### config.mk
export PLATFORM = sky130hd
export DESIGN_NAME = uart_rx_cfg
export DESIGN_NICKNAME = d
export VERILOG_FILES = /design/src/rtl/uart_pkg.sv /design/src/rtl/uart_rx_fifo.sv /design/src/rtl/uart_rx_cfg.sv
export SDC_FILE = /design/constraint.sdc
export NUM_CORES = 1
export LEC_CHECK = 0
export BUFFER_PORTS_ARGS = -buffer_cell sky130_fd_sc_hd__buf_2
export CAP_MARGIN = 10
export CORE_ASPECT_RATIO = 0.75
export CORE_MARGIN = 8
export CORE_UTILIZATION = 40
export DETAILED_ROUTE_END_ITERATION = 8
export GPL_TIMING_DRIVEN = 0
export SLEW_MARGIN = 20
export SYNTH_ARGS = -nofsm -noshare
export SYNTH_HDL_FRONTEND = slang
export SYNTH_SLANG_ARGS = --single-unit
### constraint.sdc
create_clock -name clk -period 3.4 [get_ports clk]
set_input_delay 0.68 -clock clk [delete_from_list [all_inputs] [get_ports clk]]
set_output_delay 0.68 -clock clk [all_outputs]
set_load 0.05 [all_outputs]
### src/rtl/uart_pkg.sv
`default_nettype none
// ============================================================================
// Module   : uart_pkg
// Brief    : Shared types and baud-rate helper for the configurable UART.
// Revision : 1.0 - initial release
// ============================================================================
package uart_pkg;

   localparam int OVERSAMPLE = 16;

   typedef enum logic [1:0] {
      PAR_NONE = 2'd0,
      PAR_ODD  = 2'd1,
      PAR_EVEN = 2'd2
   } parity_e;

   typedef enum logic [2:0] {
      ST_IDLE      = 3'd0,
      ST_START     = 3'd1,
      ST_DATA      = 3'd2,
      ST_PARITY    = 3'd3,
      ST_STOP      = 3'd4,
      ST_WAIT_IDLE = 3'd5
   } rx_state_e;

   // Rounded clocks-per-oversample-tick.
   function automatic int baud_div(input int clk_freq, input int baud);
      return (clk_freq + (OVERSAMPLE / 2) * baud) / (OVERSAMPLE * baud);
   endfunction

endpackage
`default_nettype wire

### src/rtl/uart_rx_fifo.sv
`default_nettype none
// ============================================================================
// Module   : uart_rx_fifo
// Brief    : Circular FIFO with an N-lane read window and saturating multi-pop.
// Revision : 1.0 - initial release
// ============================================================================
module uart_rx_fifo #(
   parameter int DEPTH = 4,
   parameter int N     = 4,
   parameter int W     = 8
) (
   input  logic                       clk,
   input  logic                       rst,
   input  logic                       push,
   input  logic [W-1:0]               push_data,
   input  logic [$clog2(N+1)-1:0]     pop,
   output logic [N-1:0][W-1:0]        data,
   output logic [$clog2(N+1)-1:0]     can_pop,
   output logic                       overrun
);

   localparam int c_ptr_w = (DEPTH > 1) ? $clog2(DEPTH) : 1;
   localparam int c_sum_w = c_ptr_w + 1;
   localparam int c_cnt_w = $clog2(DEPTH + 1);
   localparam int c_pop_w = $clog2(N + 1);

   logic [W-1:0]       r_mem [DEPTH];
   logic [c_ptr_w-1:0] r_head;
   logic [c_ptr_w-1:0] r_tail;
   logic [c_cnt_w-1:0] r_count;

   logic [c_pop_w-1:0] w_pop_eff;
   logic [c_sum_w-1:0] w_head_sum;
   logic               w_full;
   logic               w_push_ok;

   always_comb begin
      can_pop    = (int'(r_count) > N) ? c_pop_w'(N) : c_pop_w'(r_count);
      w_pop_eff  = (pop > can_pop) ? can_pop : pop;
      w_full     = (int'(r_count) == DEPTH);
      // A pop in the same cycle frees a slot, so a full FIFO can still accept.
      w_push_ok  = push && (!w_full || (w_pop_eff != '0));
      overrun    = push && w_full && (w_pop_eff == '0);
      w_head_sum = {1'b0, r_head} + c_sum_w'(w_pop_eff);
   end

   always_ff @(posedge clk) begin
      if (rst) begin
         r_head  <= '0;
         r_tail  <= '0;
         r_count <= '0;
         for (int k = 0; k < DEPTH; k++) begin
            r_mem[k] <= '0;
         end
      end else begin
         if (w_push_ok) begin
            r_mem[r_tail] <= push_data;
            r_tail        <= (r_tail == c_ptr_w'(DEPTH - 1)) ? '0 : r_tail + 1'b1;
         end
         r_head  <= (w_head_sum >= c_sum_w'(DEPTH)) ? c_ptr_w'(w_head_sum - c_sum_w'(DEPTH))
                                                    : c_ptr_w'(w_head_sum);
         r_count <= r_count + c_cnt_w'(w_push_ok) - c_cnt_w'(w_pop_eff);
      end
   end

   for (genvar i = 0; i < N; i++) begin : g_lane
      logic [c_sum_w-1:0] w_sum;
      logic [c_ptr_w-1:0] w_idx;
      assign w_sum   = {1'b0, r_head} + c_sum_w'(i);
      assign w_idx   = (w_sum >= c_sum_w'(DEPTH)) ? c_ptr_w'(w_sum - c_sum_w'(DEPTH))
                                                  : c_ptr_w'(w_sum);
      assign data[i] = (c_pop_w'(i) < can_pop) ? r_mem[w_idx] : '0;
   end

endmodule
`default_nettype wire

### src/rtl/uart_rx_cfg.sv
`default_nettype none
// ============================================================================
// Module   : uart_rx_cfg
// Brief    : Configurable UART receiver, 16x oversampled, majority-voted bits.
// Revision : 1.0 - initial release
// ============================================================================
module uart_rx_cfg
   import uart_pkg::*;
#(
   parameter int CLK_FREQ  = 50_000_000,
   parameter int BAUDRATE  = 115200,
   parameter int DATA_BITS = 8,
   parameter int PARITY    = 0,
   parameter int STOP_BITS = 1,
   parameter int DEPTH     = 4,
   parameter int N         = 4
) (
   input  logic                     clk,
   input  logic                     rst,
   input  logic                     rx,
   output logic [N-1:0][7:0]        data,
   output logic [$clog2(N+1)-1:0]   can_pop,
   input  logic [$clog2(N+1)-1:0]   pop,
   input  logic                     err_clr,
   output logic                     parity_err,
   output logic                     frame_err,
   output logic                     overrun
);

   localparam int      c_div    = baud_div(CLK_FREQ, BAUDRATE);
   localparam int      c_div_w  = (c_div > 1) ? $clog2(c_div) : 1;
   localparam int      c_os_w   = $clog2(OVERSAMPLE);
   localparam parity_e c_parity = (PARITY == 1) ? PAR_ODD :
                                  (PARITY == 2) ? PAR_EVEN : PAR_NONE;
   localparam logic [c_os_w-1:0] c_s7 = c_os_w'(OVERSAMPLE / 2 - 1);
   localparam logic [c_os_w-1:0] c_s8 = c_os_w'(OVERSAMPLE / 2);
   localparam logic [c_os_w-1:0] c_s9 = c_os_w'(OVERSAMPLE / 2 + 1);

   logic               r_sync1;
   logic               r_sync2;
   logic               r_sync3;
   logic [c_div_w-1:0] r_div_cnt;
   logic [c_os_w-1:0]  r_sample_cnt;
   logic               r_s7;
   logic               r_s8;
   rx_state_e          r_state;
   logic [7:0]         r_shift;
   logic [2:0]         r_bit_idx;
   logic               r_stop_idx;
   logic               r_par_bad;
   logic               r_push;
   logic               r_parity_err;
   logic               r_frame_err;
   logic               r_overrun;

   logic               w_tick;
   logic               w_start;
   logic               w_mid;
   logic               w_bit;
   logic               w_par_exp;
   logic               w_fifo_ovr;

   always_ff @(posedge clk) begin
      if (rst) begin
         r_sync1 <= 1'b1;
         r_sync2 <= 1'b1;
         r_sync3 <= 1'b1;
      end else begin
         r_sync1 <= rx;
         r_sync2 <= r_sync1;
         r_sync3 <= r_sync2;
      end
   end

   assign w_tick    = (r_div_cnt == c_div_w'(c_div - 1));
   assign w_start   = (r_state == ST_IDLE) && r_sync3 && !r_sync2;
   assign w_mid     = w_tick && (r_sample_cnt == c_s9);
   assign w_bit     = (r_s7 & r_s8) | (r_s7 & r_sync2) | (r_s8 & r_sync2);
   assign w_par_exp = (c_parity == PAR_ODD) ? ~(^r_shift) : ^r_shift;

   // Divider and sample counter restart on the start edge so that every
   // later bit is sampled around its centre without accumulated phase error.
   always_ff @(posedge clk) begin
      if (rst) begin
         r_div_cnt    <= '0;
         r_sample_cnt <= '0;
         r_s7         <= 1'b0;
         r_s8         <= 1'b0;
      end else if (w_start) begin
         r_div_cnt    <= '0;
         r_sample_cnt <= '0;
      end else if (w_tick) begin
         r_div_cnt    <= '0;
         r_sample_cnt <= r_sample_cnt + 1'b1;
         if (r_sample_cnt == c_s7) r_s7 <= r_sync2;
         if (r_sample_cnt == c_s8) r_s8 <= r_sync2;
      end else begin
         r_div_cnt    <= r_div_cnt + 1'b1;
      end
   end

   always_ff @(posedge clk) begin
      if (rst) begin
         r_state      <= ST_IDLE;
         r_shift      <= '0;
         r_bit_idx    <= '0;
         r_stop_idx   <= 1'b0;
         r_par_bad    <= 1'b0;
         r_push       <= 1'b0;
         r_parity_err <= 1'b0;
         r_frame_err  <= 1'b0;
      end else begin
         r_push <= 1'b0;
         if (err_clr) begin
            r_parity_err <= 1'b0;
            r_frame_err  <= 1'b0;
         end
         case (r_state)
            ST_IDLE: begin
               if (w_start) begin
                  r_state    <= ST_START;
                  r_shift    <= '0;
                  r_bit_idx  <= '0;
                  r_stop_idx <= 1'b0;
                  r_par_bad  <= 1'b0;
               end
            end
            ST_START: begin
               if (w_mid) r_state <= w_bit ? ST_IDLE : ST_DATA;
            end
            ST_DATA: begin
               if (w_mid) begin
                  r_shift[r_bit_idx] <= w_bit;
                  if (r_bit_idx == 3'(DATA_BITS - 1)) begin
                     r_state <= (c_parity != PAR_NONE) ? ST_PARITY : ST_STOP;
                  end else begin
                     r_bit_idx <= r_bit_idx + 1'b1;
                  end
               end
            end
            ST_PARITY: begin
               if (w_mid) begin
                  r_par_bad <= (w_bit != w_par_exp);
                  r_state   <= ST_STOP;
               end
            end
            ST_STOP: begin
               if (w_mid) begin
                  if (!w_bit) begin
                     r_frame_err <= 1'b1;
                     r_state     <= ST_WAIT_IDLE;
                  end else if (r_stop_idx == 1'(STOP_BITS - 1)) begin
                     // Back in IDLE at mid-stop so a following start edge is seen.
                     if (r_par_bad) r_parity_err <= 1'b1;
                     else           r_push       <= 1'b1;
                     r_state <= ST_IDLE;
                  end else begin
                     r_stop_idx <= 1'b1;
                  end
               end
            end
            ST_WAIT_IDLE: begin
               if (r_sync2) r_state <= ST_IDLE;
            end
            default: r_state <= ST_IDLE;
         endcase
      end
   end

   always_ff @(posedge clk) begin
      if (rst)             r_overrun <= 1'b0;
      else if (w_fifo_ovr) r_overrun <= 1'b1;
      else if (err_clr)    r_overrun <= 1'b0;
   end

   uart_rx_fifo #(
      .DEPTH (DEPTH),
      .N     (N),
      .W     (8)
   ) u_fifo (
      .clk       (clk),
      .rst       (rst),
      .push      (r_push),
      .push_data (r_shift),
      .pop       (pop),
      .data      (data),
      .can_pop   (can_pop),
      .overrun   (w_fifo_ovr)
   );

   assign parity_err = r_parity_err;
   assign frame_err  = r_frame_err;
   assign overrun    = r_overrun;

endmodule
`default_nettype wire

Word level (Yosys, flattened, before mapping)
Memories as Yosys holds them, arrays and structs flattened.
Index checks and enable logic that the tools add are counted.
Word-level totals
  bits in latches: 0
  input port bits: 7
  register bits: 41
  memories: 1
  bits in writable memories: 32
  word-level logic and storage cells: 170
  bits in read-only memories: 0
Operators by class
  eq/ne operators: 23
  bitwise logic cells: 9
  magnitude comparators: 13
  reductions and logical operators: 29
  multiplexer cells: 61
  div/mod/pow operators: 0
  shifts and indexed selects: 0
  multiply operators: 0
  add/subtract/negate cells: 15
Memories
  u_fifo.r_mem: depth 4, bits a word 8, rd ports 4, clocked after Yosys merged registers in 0, wr ports 4, line uart_rx_fifo.sv:27  | logic [W-1:0] r_mem [DEPTH];
Operators with widths (number)
  8-bit 2-to-1 mux: 7
  3-bit 2-to-1 mux: 14
  1-bit 2-to-1 mux: 25
  2-bit inequality test (second input constant): 9
  3-bit case mux with 6 select lines: 1
  2-bit 2-to-1 mux: 8
  8-bit case mux with 2 select lines: 1
  3-bit == test (second input constant): 4
  3-bit >= comparator (second input constant): 4
  3-bit AND reduction: 4
  2-bit by 1-bit subtractor with 2-bit output (second input constant): 5
  8-bit bitwise mux: 1
  4-bit == test (second input constant): 2
  4-bit AND reduction: 2
  8-bit AND reduction: 1
  2-bit nonzero test: 4
  8-bit OR reduction: 1
  8-bit XOR reduction: 1
  1-bit logical AND: 7
  2-bit by 2-bit adder with 3-bit output (second input constant): 2
  3-bit by 2-bit == test with 1-bit output (second input constant): 2
  3-bit logical NOT: 2
  1-bit by 3-bit less-than comparator with 1-bit output (first input constant): 2
  2-bit by 3-bit less-than comparator with 1-bit output (first input constant): 2
  31 further kinds: 39

Depth between registers and ports, before layout
  word-level depth: 12
  gate-level depth with buffers: 16
  depth with buffers taken out: 15

By module
Synthesis repeated with hierarchy kept, for this count alone.
Second synthesis, totals
  cells, all modules: 394
  area, all modules: 4433.0 um^2
By module, submodules not included
  uart_rx_fifo: area an instance 2788.9 um^2, cells an instance 212, times used 1
  uart_rx_cfg: area an instance 1644.1 um^2, cells an instance 182, times used 1

Worst setup path before layout
OpenSTA, ideal clock, no wires.
  path kind: register to register
  from: register u_fifo.r_count[2]
  to: register u_fifo.r_count[2]
  slack: -0.116 ns
  arrival time: 3.389 ns
  setup time: 0.128 ns
  cell stages (with the launch flop): 17
  data required time: 3.272 ns
  path through: dfxtp_1 -> buf_6 -> clkbuf_1 -> nor2_1 -> ha_1 -> nor2b_1 -> o21a_1 -> o21a_1 -> nand2_1 -> o21ai_0 -> ha_1 -> inv_1 -> ha_1 -> fa_1 -> xnor2_1 -> xnor2_1 -> nor2_1
Between the ends
  cells in the longest elaborated chain, start to end: 9
  elaborated cells between the ends (all ways): 11
Ends and longest elaborated chain
  start, declared: line uart_rx_fifo.sv:30  | logic [c_cnt_w-1:0] r_count;
  start signal, assigned: line uart_rx_fifo.sv:62  | r_count <= r_count + c_cnt_w'(w_push_ok) - c_cnt_w'(w_pop_eff);
  3-bit > comparator *: line uart_rx_fifo.sv:38  | can_pop = (int'(r_count) > N) ? c_pop_w'(N) : c_pop_w'(r_count);
  3-bit 2-to-1 mux *: line uart_rx_fifo.sv:38
  net can_pop[0]: line uart_rx_cfg.sv:22  | output logic [$clog2(N+1)-1:0] can_pop,
  3-bit > comparator: line uart_rx_fifo.sv:39  | w_pop_eff = (pop > can_pop) ? can_pop : pop;
  3-bit 2-to-1 mux *: line uart_rx_fifo.sv:39
  3-bit nonzero test: line uart_rx_fifo.sv:42  | w_push_ok = push && (!w_full || (w_pop_eff != '0));
  1-bit logical OR: line uart_rx_fifo.sv:42
  1-bit logical AND: line uart_rx_fifo.sv:42
  3-bit by 1-bit adder with 3-bit output: line uart_rx_fifo.sv:62
  3-bit subtractor *: line uart_rx_fifo.sv:62
Mark *: on every way through the listed nets, which the timed path passes. The rest lies on a longest branch.
A chain may end at the register's enable or synchronous reset.

Final worst setup path
  from: register u_fifo.r_count[2]
  to: register u_fifo.r_count[2]
Between the ends
  cells in the longest elaborated chain, start to end: 9
  elaborated cells between the ends (all ways): 11
Ends and longest elaborated chain (line)
  3-bit > comparator: uart_rx_fifo.sv:38
  3-bit 2-to-1 mux: uart_rx_fifo.sv:38
  3-bit > comparator: uart_rx_fifo.sv:39
  3-bit 2-to-1 mux: uart_rx_fifo.sv:39
  3-bit nonzero test: uart_rx_fifo.sv:42
  1-bit logical OR: uart_rx_fifo.sv:42
  1-bit logical AND: uart_rx_fifo.sv:42
  3-bit by 1-bit adder with 3-bit output: uart_rx_fifo.sv:62
  3-bit subtractor *: uart_rx_fifo.sv:62
Every way passes the cells marked *; elsewhere a longest branch is shown, timed or not.

==> out/metrics.cfg <==
[pwr]
clkPwrFrac_pct = 25.8
leakagePower_nw = 2.02
total_power_mw = 3.84
share_seq_of_total_power_pct = 26.0
share_comb_of_total_power_pct = 48.1
intPower_mw = 2.29
cellPowerDensity_nw_per_um2 = 744
switching_power_mw = 1.55
vdd_drop_max_v = 0.000218
power.switching_fraction_pct = 40.3

[sta]
final.min_clock_period_ps = 3190
fmax_mhz = 313
final_worst_clock_skew_ps = 9.09
slew_headroom_pct = 39.5
worst_pin_slew_ps = 900
slew_viol_final = 0
setup-violations-final = 0
fin_tns_setup_ps = 0
layout_worst_path_cycle_share_pct = 93.9
final_hold_viol_count = 0

[grt]
grt_antenna_before_repair = 0
grt_pass1_vias = 3153
grt_start_max_net_pins = 14
grt_first_pass_wirelength_um = 15700
overflow = 0
grt_overall_usage_pct = 13.2

[finish]
post_route_cells_drive_above_1_share_pct = 30.2
design.final.nets = 469
antennaDiodeCount = 0
filler_cell_count = 1017
syn2layout_area_growth_pct = 16.5

[detailed_routing]
drcViolationCount = 0
detail_route.vias_per_cell = 5.36
initialDrtViolationCount = 205
postRouteWirelength_um = 9460
drt-pass1-iter-count = 4
antenna_violating_nets_post_route = 0
routed-via-count = 3168
wl_per_cell_um = 16.0

[clock_tree]
clkTransAtPathRegs_ps = 60
clock_path_buffers = 2
cts-buffers-inserted = 9
clock_latency_reported_for_the_late_side_of_the_worst_skew_pair_ps = 330
cts_tree = done
cts.htree.levels = 3
clk_root_buffer_cell = sky130_fd_sc_hd__clkbuf_16
numClockSinks = 72
ctsResizeCount = 0
cts_hold_repair.buffers = 0
total_setup_buffers_inserted_after_cts = 0

[synthesis]
postSynthCellCount = 391
seq_area_frac_synth_pct = 39.8
synth.most_common_cell = sky130_fd_sc_hd__dfxtp_1
syn_nets = 414
ys_ff_latch = 72
postSynth.asyncResetShare_pct = 0
synthDominantAreaCellType = sky130_fd_sc_hd__edfxtp_1
synth_area_leaders = sky130_fd_sc_hd__edfxtp_1, sky130_fd_sc_hd__dfxtp_1, sky130_fd_sc_hd__mux4_2
synthDistinctLibCells = 58
synth_edf_count = 32
netlist.area_leader.share_pct = 21.7
syn_area_um2 = 4430
syn-mean-instance-area_um2 = 11.3
synth_ff_type = sky130_fd_sc_hd__dfxtp_1
synth_warnings = 0
top_cells_by_count_synth = sky130_fd_sc_hd__dfxtp_1, sky130_fd_sc_hd__edfxtp_1, sky130_fd_sc_hd__mux4_2

[hold_path]
worst_hold_path_class = reg2reg
worst_hold_stages = 1

[flow_run]
drv_cap = 0

[critical_path]
crit_slowest_cell = sky130_fd_sc_hd__fa_1
cp_cell_sequence = buf_6 > and2b_2 > inv_1 > ha_1 > nor2b_1 > o21a_2 > o21a_1 > nand2_1 > o21ai_0 > ha_1 > inv_1 > ha_1 > fa_1 > xnor2_2 > xnor2_1 > nor2_1
cp-start-kind = register
crit_top_cell = sky130_fd_sc_hd__ha_1
crit_path_max_incr_delay_ps = 410
cp_max_fo = 8
worst-setup-path-type = reg2reg
end_kind = register
timing.reg2reg.worst_path_depth = 16
cp.arrival_ps = 3390
worst_ep_required_time_ps = 3600

[floorplan]
rows = 33
start_util_pct = 40.8
core-area_um2 = 10900
io_pins = 45
die-height_um = 107
chipWidth_um = 137
die_area_um2 = 14700

[outcome]
run_status = completed

[placement]
hpwlAfterDp_um = 7240
io_buffers = 44
gp_congestion = 0.802

critical path, delay by kind of cell, from the launching register on:
| family | cells | cell delay (ps) |
|---|---|---|
| AND/OR/NAND/NOR | 4 | 490 |
| adder cells (fa/ha/maj) | 4 | 1200 |
| AO/OA/AOI/OAI | 3 | 570 |
| XOR/XNOR | 2 | 300 |
| buffers and inverters | 3 | 210 |
| flip-flops | 1 | 300 |
per-stage QoR:
step	area [um^2]	utilization, %	setup slack [ps]	instances	hold WS [ps]
final	5160	47.5	208	591	422
after global routing	5160	47.5	-5.72	591	447
after CTS	5140	47.3	173	591	419
after detailed placement	4820	44.4	116	575	402
after global placement	4820	44.4	113	575	393
after floorplan	4430	-	167	391	389
layout by cell type, fill, tap and decap left out, types with 10 or more instances in the layout:
| cell type | synthesis | layout |
|---|---|---|
| sky130_fd_sc_hd__nand2_1 | 10 | 10 |
| sky130_fd_sc_hd__nor2b_1 | 31 | 31 |
| sky130_fd_sc_hd__and2_2 | 16 | 16 |
| sky130_fd_sc_hd__o21ai_0 | 12 | 11 |
| sky130_fd_sc_hd__ha_1 | 15 | 15 |
| sky130_fd_sc_hd__buf_2 | 9 | 53 |
| sky130_fd_sc_hd__edfxtp_1 | 32 | 32 |
| sky130_fd_sc_hd__inv_1 | 12 | 12 |
| sky130_fd_sc_hd__clkbuf_1 | 14 | 15 |
| sky130_fd_sc_hd__and2_1 | 26 | 26 |
| sky130_fd_sc_hd__nor2_1 | 28 | 27 |
| sky130_fd_sc_hd__mux4_2 | 32 | 32 |
| sky130_fd_sc_hd__dfxtp_1 | 40 | 40 |
| sky130_fd_sc_hd__xnor2_1 | 12 | 11 |
| sky130_fd_sc_hd__a21oi_1 | 13 | 13 |
logic make-up (layout without fill, tap and decap cells):
logic type               count (synthesis)  after routing  synth area share (%)
flip-flops                              72             72                  39.8
buffers and inverters                   39             99                  4.18
XOR/XNOR                                18             18                  3.87
AND/OR/NAND/NOR                        162            162                  22.8
AO/OA/AOI/OAI                           45             45                  6.76
multiplexers                            39             39                  17.9
adder cells (fa/ha/maj)                 16             16                  4.69
registers in the layout, summed over array words and instances (netlist names), 2 cells and up:
| signal | flops |
|---|---|
| r_bit_idx | 3 |
| r_div_cnt | 5 |
| r_sample_cnt | 4 |
| r_shift | 8 |
| r_state | 3 |
| u_fifo.r_count | 3 |
| u_fifo.r_head | 2 |
| u_fifo.r_mem | 32 |
| u_fifo.r_tail | 2 |
power groups by stage:
stage | registers (mW) | clock network, mW | logic [mW]
floorplan | 1.00 | 0 | 1.51
global placement | 1.01 | 0 | 1.82
detailed placement | 1.02 | 0 | 1.84
CTS | 0.998 | 1.01 | 1.85
global route | 1.01 | 1.05 | 1.99
finish | 0.999 | 0.992 | 1.85
layout make-up:
cell class / count / area [um^2] / share of cell area (%)
Sequential cell: 72 / 1760 / 34.2
Multi-Input combinational cell: 280 / 2500 / 48.5
Inverter: 12 / 45.0 / 0.873
Tap cell: 140 / 175 / 3.40
Buffer: 27 / 141 / 2.74
Clock inverter: 5 / 81.3 / 1.58
Timing Repair Buffer: 44 / 220 / 4.27
Clock buffer: 11 / 233 / 4.51
metal layers:
layer / global-route usage (%) / routed length (um) / vias up
li1: - / - / 1529
met1: 17.1 / 4360 / 1531
met2: 21.1 / 4250 / 102
met3: 3.46 / 774 / 6
met4: 4.10 / 73 / 0
met5: 0 / 0 / -
worst paths after layout:
kind,start,end,slack (ps)
max reg2reg,u_fifo.r_count[2],u_fifo.r_count[2],210
min,r_sync1,r_sync2,420
max,u_fifo.r_count[2],u_fifo.r_count[2],210
min reg2reg,r_sync1,r_sync2,420
Power figures use the tool's default switching activity.
